### src/rtl/mem_bus_arbiter.sv
// -----------------------------------------------------------------------------
// mem_bus_arbiter
//
// Shares one downstream memory port between the core's instruction-fetch
// port (I, read-only) and data port (D, read/write). One transaction is
// granted at a time and held until the downstream side signals completion.
// Handshakes and read data are routed back to whichever port owns it.
//
// Optional build macro:
//   MEM_ARB_RR_EN  - defined: round-robin between I and D on contention.
//                    undefined: fixed priority, D beats I.
//
// Parameters:
//   ADDR_W  address width of all ports
//   DATA_W  data width; strobe width is DATA_W/8
//
// Ports:
//   clk, reset                       clock, synchronous active-high reset
//   i_valid/i_addr                   instruction request
//   i_addr_ok/i_data_ok/i_data       instruction handshakes and read data
//   d_valid/d_addr/d_size/d_strobe/d_wdata
//                                    data request (strobe == 0 means read)
//   d_addr_ok/d_data_ok/d_data       data handshakes and read data
//   m_valid/m_addr/m_size/m_strobe/m_wdata
//                                    downstream request
//   m_addr_ok/m_data_ok/m_data       downstream handshakes and read data
// -----------------------------------------------------------------------------
module mem_bus_arbiter #(
  parameter int ADDR_W = 32,
  parameter int DATA_W = 32
) (
  input  logic                clk,
  input  logic                reset,

  input  logic                i_valid,
  input  logic [ADDR_W-1:0]   i_addr,
  output logic                i_addr_ok,
  output logic                i_data_ok,
  output logic [DATA_W-1:0]   i_data,

  input  logic                d_valid,
  input  logic [ADDR_W-1:0]   d_addr,
  input  logic [2:0]          d_size,
  input  logic [DATA_W/8-1:0] d_strobe,
  input  logic [DATA_W-1:0]   d_wdata,
  output logic                d_addr_ok,
  output logic                d_data_ok,
  output logic [DATA_W-1:0]   d_data,

  output logic                m_valid,
  output logic [ADDR_W-1:0]   m_addr,
  output logic [2:0]          m_size,
  output logic [DATA_W/8-1:0] m_strobe,
  output logic [DATA_W-1:0]   m_wdata,
  input  logic                m_addr_ok,
  input  logic                m_data_ok,
  input  logic [DATA_W-1:0]   m_data
);

  localparam int STRB_W = DATA_W / 8;

  // Owner encoding: 0 = instruction port, 1 = data port.
  localparam logic OWN_I = 1'b0;
  localparam logic OWN_D = 1'b1;

  // Instruction fetches are always full-word reads.
  localparam logic [2:0] I_SIZE = 3'b010;

  typedef enum logic [1:0] {
    IDLE = 2'd0,
    ADDR = 2'd1,
    DATA = 2'd2
  } state_t;

  state_t              state;
  state_t              stateNext;
  logic                owner;
  logic                grant;
  logic                winner;

  logic [ADDR_W-1:0]   addrQ;
  logic [2:0]          sizeQ;
  logic [STRB_W-1:0]   strobeQ;
  logic [DATA_W-1:0]   wdataQ;

  // Winner selection on contention.
`ifdef MEM_ARB_RR_EN
  logic lastOwner;

  // On a simultaneous request the port that was not served last wins.
  always_comb begin
    if (i_valid && d_valid) begin
      winner = ~lastOwner;
    end else begin
      winner = d_valid ? OWN_D : OWN_I;
    end
  end

  always_ff @(posedge clk) begin
    if (reset) begin
      lastOwner <= OWN_I;
    end else if (grant) begin
      lastOwner <= winner;
    end
  end
`else
  always_comb begin
    winner = d_valid ? OWN_D : OWN_I;
  end
`endif

  // Next-state logic.
  always_comb begin
    stateNext = state;
    grant     = 1'b0;
    case (state)
      IDLE: begin
        if (i_valid || d_valid) begin
          grant     = 1'b1;
          stateNext = ADDR;
        end
      end
      ADDR: begin
        if (m_addr_ok) begin
          stateNext = m_data_ok ? IDLE : DATA;
        end
      end
      DATA: begin
        if (m_data_ok) begin
          stateNext = IDLE;
        end
      end
      default: stateNext = IDLE;
    endcase
  end

  // State, owner and latched downstream payload. The payload is reset too
  // so an abandoned transaction leaves nothing stale on the m_* bus.
  always_ff @(posedge clk) begin
    if (reset) begin
      state   <= IDLE;
      owner   <= OWN_I;
      addrQ   <= '0;
      sizeQ   <= '0;
      strobeQ <= '0;
      wdataQ  <= '0;
    end else begin
      state <= stateNext;
      if (grant) begin
        owner <= winner;
        if (winner == OWN_D) begin
          addrQ   <= d_addr;
          sizeQ   <= d_size;
          strobeQ <= d_strobe;
          wdataQ  <= d_wdata;
        end else begin
          addrQ   <= i_addr;
          sizeQ   <= I_SIZE;
          strobeQ <= '0;
          wdataQ  <= '0;
        end
      end
    end
  end

  // Downstream request is presented only while waiting for address accept,
  // so m_valid falls the cycle after m_addr_ok.
  assign m_valid  = (state == ADDR);
  assign m_addr   = addrQ;
  assign m_size   = sizeQ;
  assign m_strobe = strobeQ;
  assign m_wdata  = wdataQ;

  // Response routing: handshakes reach only the owner, and only while a
  // transaction is in flight; pulses seen in IDLE are dropped.
  logic inAddr;
  logic inFlight;

  assign inAddr   = (state == ADDR);
  assign inFlight = (state == ADDR) || (state == DATA);

  assign i_addr_ok = inAddr   && (owner == OWN_I) && m_addr_ok;
  assign i_data_ok = inFlight && (owner == OWN_I) && m_data_ok;
  assign d_addr_ok = inAddr   && (owner == OWN_D) && m_addr_ok;
  assign d_data_ok = inFlight && (owner == OWN_D) && m_data_ok;

  assign i_data = m_data;
  assign d_data = m_data;

endmodule

### config.mk
export PLATFORM = sky130hd
export DESIGN_NAME = mem_bus_arbiter
export DESIGN_NICKNAME = d
export VERILOG_FILES = /design/src/rtl/mem_bus_arbiter.sv
export SDC_FILE = /design/constraint.sdc
export NUM_CORES = 1
export LEC_CHECK = 0
export CORE_MARGIN = 4
export CORE_UTILIZATION = 29
export DETAILED_ROUTE_END_ITERATION = 16
export PLACE_DENSITY_LB_ADDON = 0.05
export REMOVE_ABC_BUFFERS = 1
export SLEW_MARGIN = 5
export SYNTH_ARGS = -nofsm -noshare
export SYNTH_HDL_FRONTEND = slang
export SYNTH_SLANG_ARGS = --single-unit
### constraint.sdc
create_clock -name clk -period 3.75 [get_ports clk]
set_input_delay 0.75 -clock clk [delete_from_list [all_inputs] [get_ports clk]]
set_output_delay 0.75 -clock clk [all_outputs]
set_load 0.01 [all_outputs]
[Yosys cells after proc, flatten, opt, wreduce, memory -nomap -nowiden]
Index checks and enable logic that the tools add are counted.
Widths: inputs -> output; s select.
Storage, ports and cells
  bits in latches: 0
  register bits after elaboration: 74
  memory bits (read-only): 0
  bits in writable memories: 0
  output and inout bits: 140
  memories: 0
Operators by class
  divide/modulo/power cells: 0
  equal/unequal tests: 5
  bitwise gates (word level): 1
  shift operators: 0
  reductions and logical operators: 12
  $add $sub $neg: 0
  multiply operators: 0
  muxes and demuxes: 12
  order comparisons: 0
Operators by type and width (number)
  $mux 32: 2
  $logic_and 1x1->1: 8
  $mux 2: 4
  $ne 2x2->1 const B: 3
  $pmux 2 s3: 1
  $mux 4: 1
  $mux 1: 3
  $mux 3: 1
  $reduce_and 3->1: 1
  $eq 2x1->1 const B: 1
  $eq 2x2->1 const B: 1
  $logic_not 2->1: 1
  $logic_or 1x1->1: 2
  $not 1->1: 1

[Logic depth before layout (Yosys ltp)]
Gate-level depths: netlist (run 1).
  depth after elaboration: 4
  mapped depth: 8

[Worst setup path after synthesis (run 1)]
OpenSTA, ideal clock, no wires.
  path kind: in2out
  start point: input m_addr_ok
  end point: output i_addr_ok
  cell stages on the path: 2
  slack: 2.052 ns
  data arrival time: 0.948 ns
  cells stage by stage: nand2_1 nor2_1
Between the ends
  longest elaborated chain between the ends: 1
RTL lines
  start: declaration: RTL line 55  | input logic m_addr_ok,
  $logic_and 1x1->1: RTL line 182  | assign i_addr_ok = inAddr && (owner == OWN_I) && m_addr_ok;
  end: declaration: RTL line 37  | output logic i_addr_ok,
Every way passes these cells.

[Worst setup path after layout (run 1)]
  start point: input m_data_ok
  end point: output d_data_ok
Between the ends
  longest elaborated chain between the ends: 1
RTL lines
  start: declaration: RTL line 56  | input logic m_data_ok,
  $logic_and 1x1->1: RTL line 185  | assign d_data_ok = inFlight && (owner == OWN_D) && m_data_ok;
  end: declaration: RTL line 47  | output logic d_data_ok,
Every way passes these cells.

==> results.json, run 1 <==
{
  "path_max_fanout": 4,
  "via_per_inst": 4.67,
  "port_buffers": 184,
  "ys_types": 24,
  "top_level_ports": 281,
  "synthAdderAreaFrac_pct": 1.35,
  "die_w_um": 121,
  "first_pass_iters": 4,
  "yosys.area_share.simple_pct": 14.3,
  "wl_per_cell_um": 18.4,
  "slew_violations": 0,
  "gp_congestion": 0.726,
  "power.switching_uw": 693,
  "grt_start_max_net_pins": 66,
  "synth_compound_area_share_pct": 17.1,
  "antenna_cells": 0,
  "syn2layout_area_growth_pct": 47.7,
  "finalInstanceArea_um2": 5470,
  "rsz0062_at_grt": "no",
  "synth_flop_cell": "dfxtp_1",
  "core_region_area_um2": 12600,
  "worstSetupPathType": "input pin to primary output",
  "drt_wl_total_um": 12700,
  "start_kind": "input pin",
  "antenna_found_initial": 0,
  "swShare_pct": 26.8,
  "outcome": "complete, no violations",
  "gr-total-overflow": 0,
  "path_cells": "clkdlybuf4s50_1 -> and3_1 -> clkdlybuf4s50_1",
  "layout_min_cycle_time_ns": 2.73,
  "clock-root-buffer": "clkbuf_16",
  "syn_avg_cell_area_um2": 9.01,
  "pre_cts_slack_ns": 1.03,
  "cp_data_required_time_ns": 3.00,
  "cp.arrival_ns": 1.98,
  "start_util_pct": 29.5,
  "p_clk_share_pct": 38.3,
  "clk_pin_slew_ns": 0.06,
  "cts_tree": "built",
  "htreeDepth": 3,
  "synth_xor_area_share_pct": 0,
  "dieArea_um2": 14600,
  "fin_crit_sh_pct": 72.7,
  "synth_area_leaders": "dfxtp_1, buf_4, a211oi_2, mux2i_1, a21oi_1",
  "worstSkewPairLatency_ns": 0.33,
  "placed_cell_area_um2": 5130,
  "clock_sinks": 74,
  "holdBufCountCts": 0,
  "p_int_uw": 1890,
  "yosysSeqAreaShare_pct": 40.0,
  "cpPeakStageDelay_ns": 0.54,
  "synth_top_family_by_area": "buffers and inverters",
  "max_freq_mhz": 367,
  "synth_top_area_cell": "dfxtp_1",
  "clk_path_buf_depth": 2,
  "crit_buf_inv": 2,
  "worst_path_most_repeated_cell": "clkdlybuf4s50_1",
  "tightest_slew_ns": 0.844,
  "synth-edff-count": 0,
  "grt_use_total_pct": 16.8,
  "post-cts-setup-buffers": 0,
  "crit_family": "buffers and inverters",
  "drc": 0,
  "syn_area_um2": 3700,
  "synth.most_common_cell": "dfxtp_1",
  "combPwrFrac_pct": 26.1,
  "drt_first_iter_violations": 174,
  "ys_warn_count": 0,
  "syn_inst": 411,
  "worstHoldPathType": "flop to flop",
  "finalSetupViolCount": 0,
  "power.density_nw_per_um2": 473,
  "layout_setup_ws_ns": 1.02,
  "dr_total_vias": 3225,
  "muxShareOfSynthArea_pct": 8.92,
  "drive_gt1_share_pct": 10.4,
  "cap_violations": 0,
  "synth-seq-cells": 74,
  "fin_skew_ns": 0.00322,
  "dp_hpwl_um": 9220,
  "tns_ns": 0,
  "finish.net_count": 660,
  "cts_made_buffers": 9,
  "synth_top_area_share_pct": 40.0,
  "maxSlewHeadroom_pct": 43.7,
  "post_cts_resized": 0,
  "synth_common_cells": "dfxtp_1, buf_4, nand2_1",
  "seqPwrFrac_pct": 35.6,
  "async_reset_ff_share_pct": 0,
  "fp.dieH_um": 121,
  "crit_path_top_delay_cell": "clkdlybuf4s50_1",
  "fp-row-count": 41,
  "antenna_left": 0,
  "end_kind": "primary output",
  "hold_violations": 0,
  "grt_pass1_vias": 3121,
  "p_leak_uw": 0.00204,
  "ir_drop_mv": 0.235,
  "grt_pass1_wl_um": 18400
}
==> sequential cells by signal (all words and copies together), names as in the netlist <==
| register | cells |
|---|---|
| m_addr | 32 |
| m_size | 3 |
| m_strobe | 4 |
| m_wdata | 32 |
| owner | 1 |
| state | 2 |
==> worst register-to-register path, stage by stage, from the launching register on <==
cell and delay, ns:
dfxtp_1 0.40, inv_1 0.09, ha_1 0.22, buf_4 0.29, o21ai_2 0.14, buf_4 0.39
nand2_1 0.12, a21oi_1 0.14
==> kinds of logic (layout without fill, tap and decap cells) <==
group	count (synthesis)	in the layout
AND/OR/NAND/NOR	123	123
buffers and inverters	99	207
AO/OA/AOI/OAI	78	78
flip-flops	74	74
multiplexers	33	33
adder cells (fa/ha/maj)	4	4
==> per-stage QoR <==
step                util (%)  hold WS, ns  power [uW]  cells
floorplan                  -        0.461        1230    315
global placement        40.8        0.437        1610    676
detailed placement      40.8        0.442        1620    676
CTS                     43.5        0.450        2630    691
global route            43.5        0.463        2720    691
finish                  43.5        0.446        2590    691
==> layout by cell type (no fill, tap or decap), types with 2 or more instances in the layout <==
cell / count
clkdlybuf4s50_1: 182
dfxtp_1: 74
nand2_1: 42
a21oi_1: 39
nand3_1: 38
nor2_1: 36
mux2i_1: 33
a211oi_2: 30
clkbuf_16: 9
buf_4: 7
ha_1: 4
inv_1: 3
nand2b_1: 3
bufinv_16: 3
and3_1: 2
o211ai_1: 2
a211oi_1: 2
==> cell type report <==
cell class                 count  area [um2]
clock buffer                  10         239
clock inverter                 5         103
fill                        1276        7100
inverter                       3        11.3
multi-input combinational    238        1550
sequential                    74        1480
tap                          172         215
timing repair buffer         189        1870
==> routing by layer <==
| layer | global-route usage [%] | routed length, um | share of wire [%] | up-vias |
|---|---|---|---|---|
| li1 | - | - | - | 1545 |
| met1 | 21.5 | 5630 | 44 | 1448 |
| met2 | 19.5 | 4520 | 36 | 215 |
| met3 | 14.2 | 2310 | 18 | 15 |
| met4 | 6.02 | 194 | 1.5 | 2 |
| met5 | 5.88 | 38 | 0.30 | - |
==> final timing paths <==
kind          startpoint          end  slack (ns)  cells after the start
max            m_data_ok    d_data_ok        1.02                      3
min          m_wdata[31]  m_wdata[31]        0.45                      2
max reg2reg     state[0]  m_wdata[16]        1.89                      7
min reg2reg  m_wdata[31]  m_wdata[31]        0.45                      2
==> power groups by stage <==
stage                     sequential (uW)  clock [uW]  combinational (uW)
after floorplan                       974           0                 253
final                                 920         991                 676
after CTS                             920        1020                 687
after global routing                  930        1060                 735
after global placement                932           0                 681
after detailed placement              935           0                 685
(Power assumes the default switching activity.)
==> run 2: changes to the inputs <==
Clock period 3.75 ns to 2.75 ns, I/O delays scaled along.
==> results.json, run 2 (synthesized netlist as in run 1, its figures left out) <==
{
  "dr_total_vias": 3207,
  "antenna_cells": 0,
  "start_util_pct": 29.5,
  "drt_first_iter_violations": 177,
  "fp-row-count": 41,
  "drive_gt1_share_pct": 10.7,
  "layout_min_cycle_time_ns": 2.36,
  "pre_cts_slack_ns": 0.433,
  "grt_start_max_net_pins": 51,
  "antenna_left": 0,
  "wl_per_cell_um": 18.0,
  "cp_data_required_time_ns": 2.20,
  "placed_cell_area_um2": 5170,
  "first_pass_iters": 5,
  "gp_congestion": 0.712,
  "grt_pass1_vias": 3049,
  "end_kind": "primary output",
  "grt_pass1_wl_um": 18000,
  "worstSetupPathType": "flop to primary output",
  "start_kind": "flop",
  "grt_use_total_pct": 16.5,
  "clk_pin_slew_ns": 0.06,
  "port_buffers": 184,
  "clock-root-buffer": "clkbuf_16",
  "tightest_slew_ns": 0.571,
  "outcome": "complete, no violations",
  "clock_sinks": 74,
  "cpPeakStageDelay_ns": 0.55,
  "via_per_inst": 4.62,
  "layout_commonest_cell": "clkdlybuf4s50_1",
  "post_cts_resized": 0,
  "cts_made_buffers": 9,
  "die_w_um": 121,
  "htreeDepth": 3,
  "p_leak_uw": 0.00204,
  "core_region_area_um2": 12600,
  "cap_violations": 0,
  "rsz0062_at_grt": "no",
  "clk_path_buf_depth": 2,
  "gr-total-overflow": 0,
  "finalInstanceArea_um2": 5480,
  "syn2layout_area_growth_pct": 47.8,
  "path_max_fanout": 4,
  "antenna_found_initial": 0,
  "dp_hpwl_um": 9370,
  "layout_common_cells": "clkdlybuf4s50_1, dfxtp_1, nand2_1",
  "path_cells": "inv_1 -> ha_1 -> nand2_1 -> nor2_1 -> clkdlybuf4s50_1",
  "maxSlewHeadroom_pct": 61.9,
  "layout_setup_ws_ns": 0.386,
  "finish.net_count": 662,
  "hold_violations": 0,
  "fp.dieH_um": 121,
  "slew_violations": 0,
  "worstSkewPairLatency_ns": 0.33,
  "cts_tree": "built",
  "power.density_nw_per_um2": 617,
  "crit_path_top_delay_cell": "clkdlybuf4s50_1",
  "worstHoldPathType": "flop to flop",
  "holdBufCountCts": 0,
  "max_freq_mhz": 423,
  "top_level_ports": 281,
  "drt_wl_total_um": 12500,
  "cp.arrival_ns": 1.81,
  "fin_crit_sh_pct": 86.0,
  "post-cts-setup-buffers": 0,
  "fin_skew_ns": 0.00357,
  "tns_ns": 0,
  "finalSetupViolCount": 0,
  "fin_util_pct": 43.6,
  "dieArea_um2": 14600,
  "drc": 0,
  "ir_drop_mv": 0.278
}
==> run 2: final timing paths <==
check              start           to  slack, ns  depth (start not counted)
min          m_wdata[26]  m_wdata[26]       0.45                          2
min reg2reg  m_wdata[26]  m_wdata[26]       0.45                          2
max             state[0]    i_data_ok       0.39                          5
max reg2reg     state[0]  m_wdata[25]       1.00                          7
==> run 2: per-layer routing <==
layer | track usage [%] | wire length, um | vias to the layer above
li1 | - | - | 1553
met1 | 21.0 | 5450 | 1402
met2 | 18.1 | 4390 | 232
met3 | 14.8 | 2420 | 18
met4 | 6.73 | 221 | 2
met5 | 5.88 | 38 | -
==> run 2: cell type report <==
type | instances | area [um2]
sequential | 74 | 1480
inverter | 3 | 11.3
timing repair buffer | 191 | 1910
fill | 1225 | 7090
multi-input combinational | 238 | 1550
clock inverter | 4 | 50.0
tap | 172 | 215
clock buffer | 12 | 256
==> run 2: through the flow <==
stage                     hold slack (ns)  total power, uW  cells
after floorplan                     0.461             1670    315
after global placement              0.438             2220    678
after CTS                           0.452             3450    694
final                               0.445             3380    694
after global routing                0.469             3570    694
after detailed placement            0.444             2220    678
==> run 2: power by group <==
group / switching [uW] / leakage [uW] / internal [uW] / total [uW]
clock: 442 / 0.000145 / 750 / 1190
combinational: 438 / 0.00129 / 497 / 935
sequential: 60.0 / 0.000611 / 1190 / 1250
==> run 2: worst max-delay path, delay by kind of cell (launching register included) <==
kind	cells	cell delay (ns)
simple gates	2	0.15
flops	1	0.39
buf+inv	2	0.64
fa+ha+maj	1	0.31
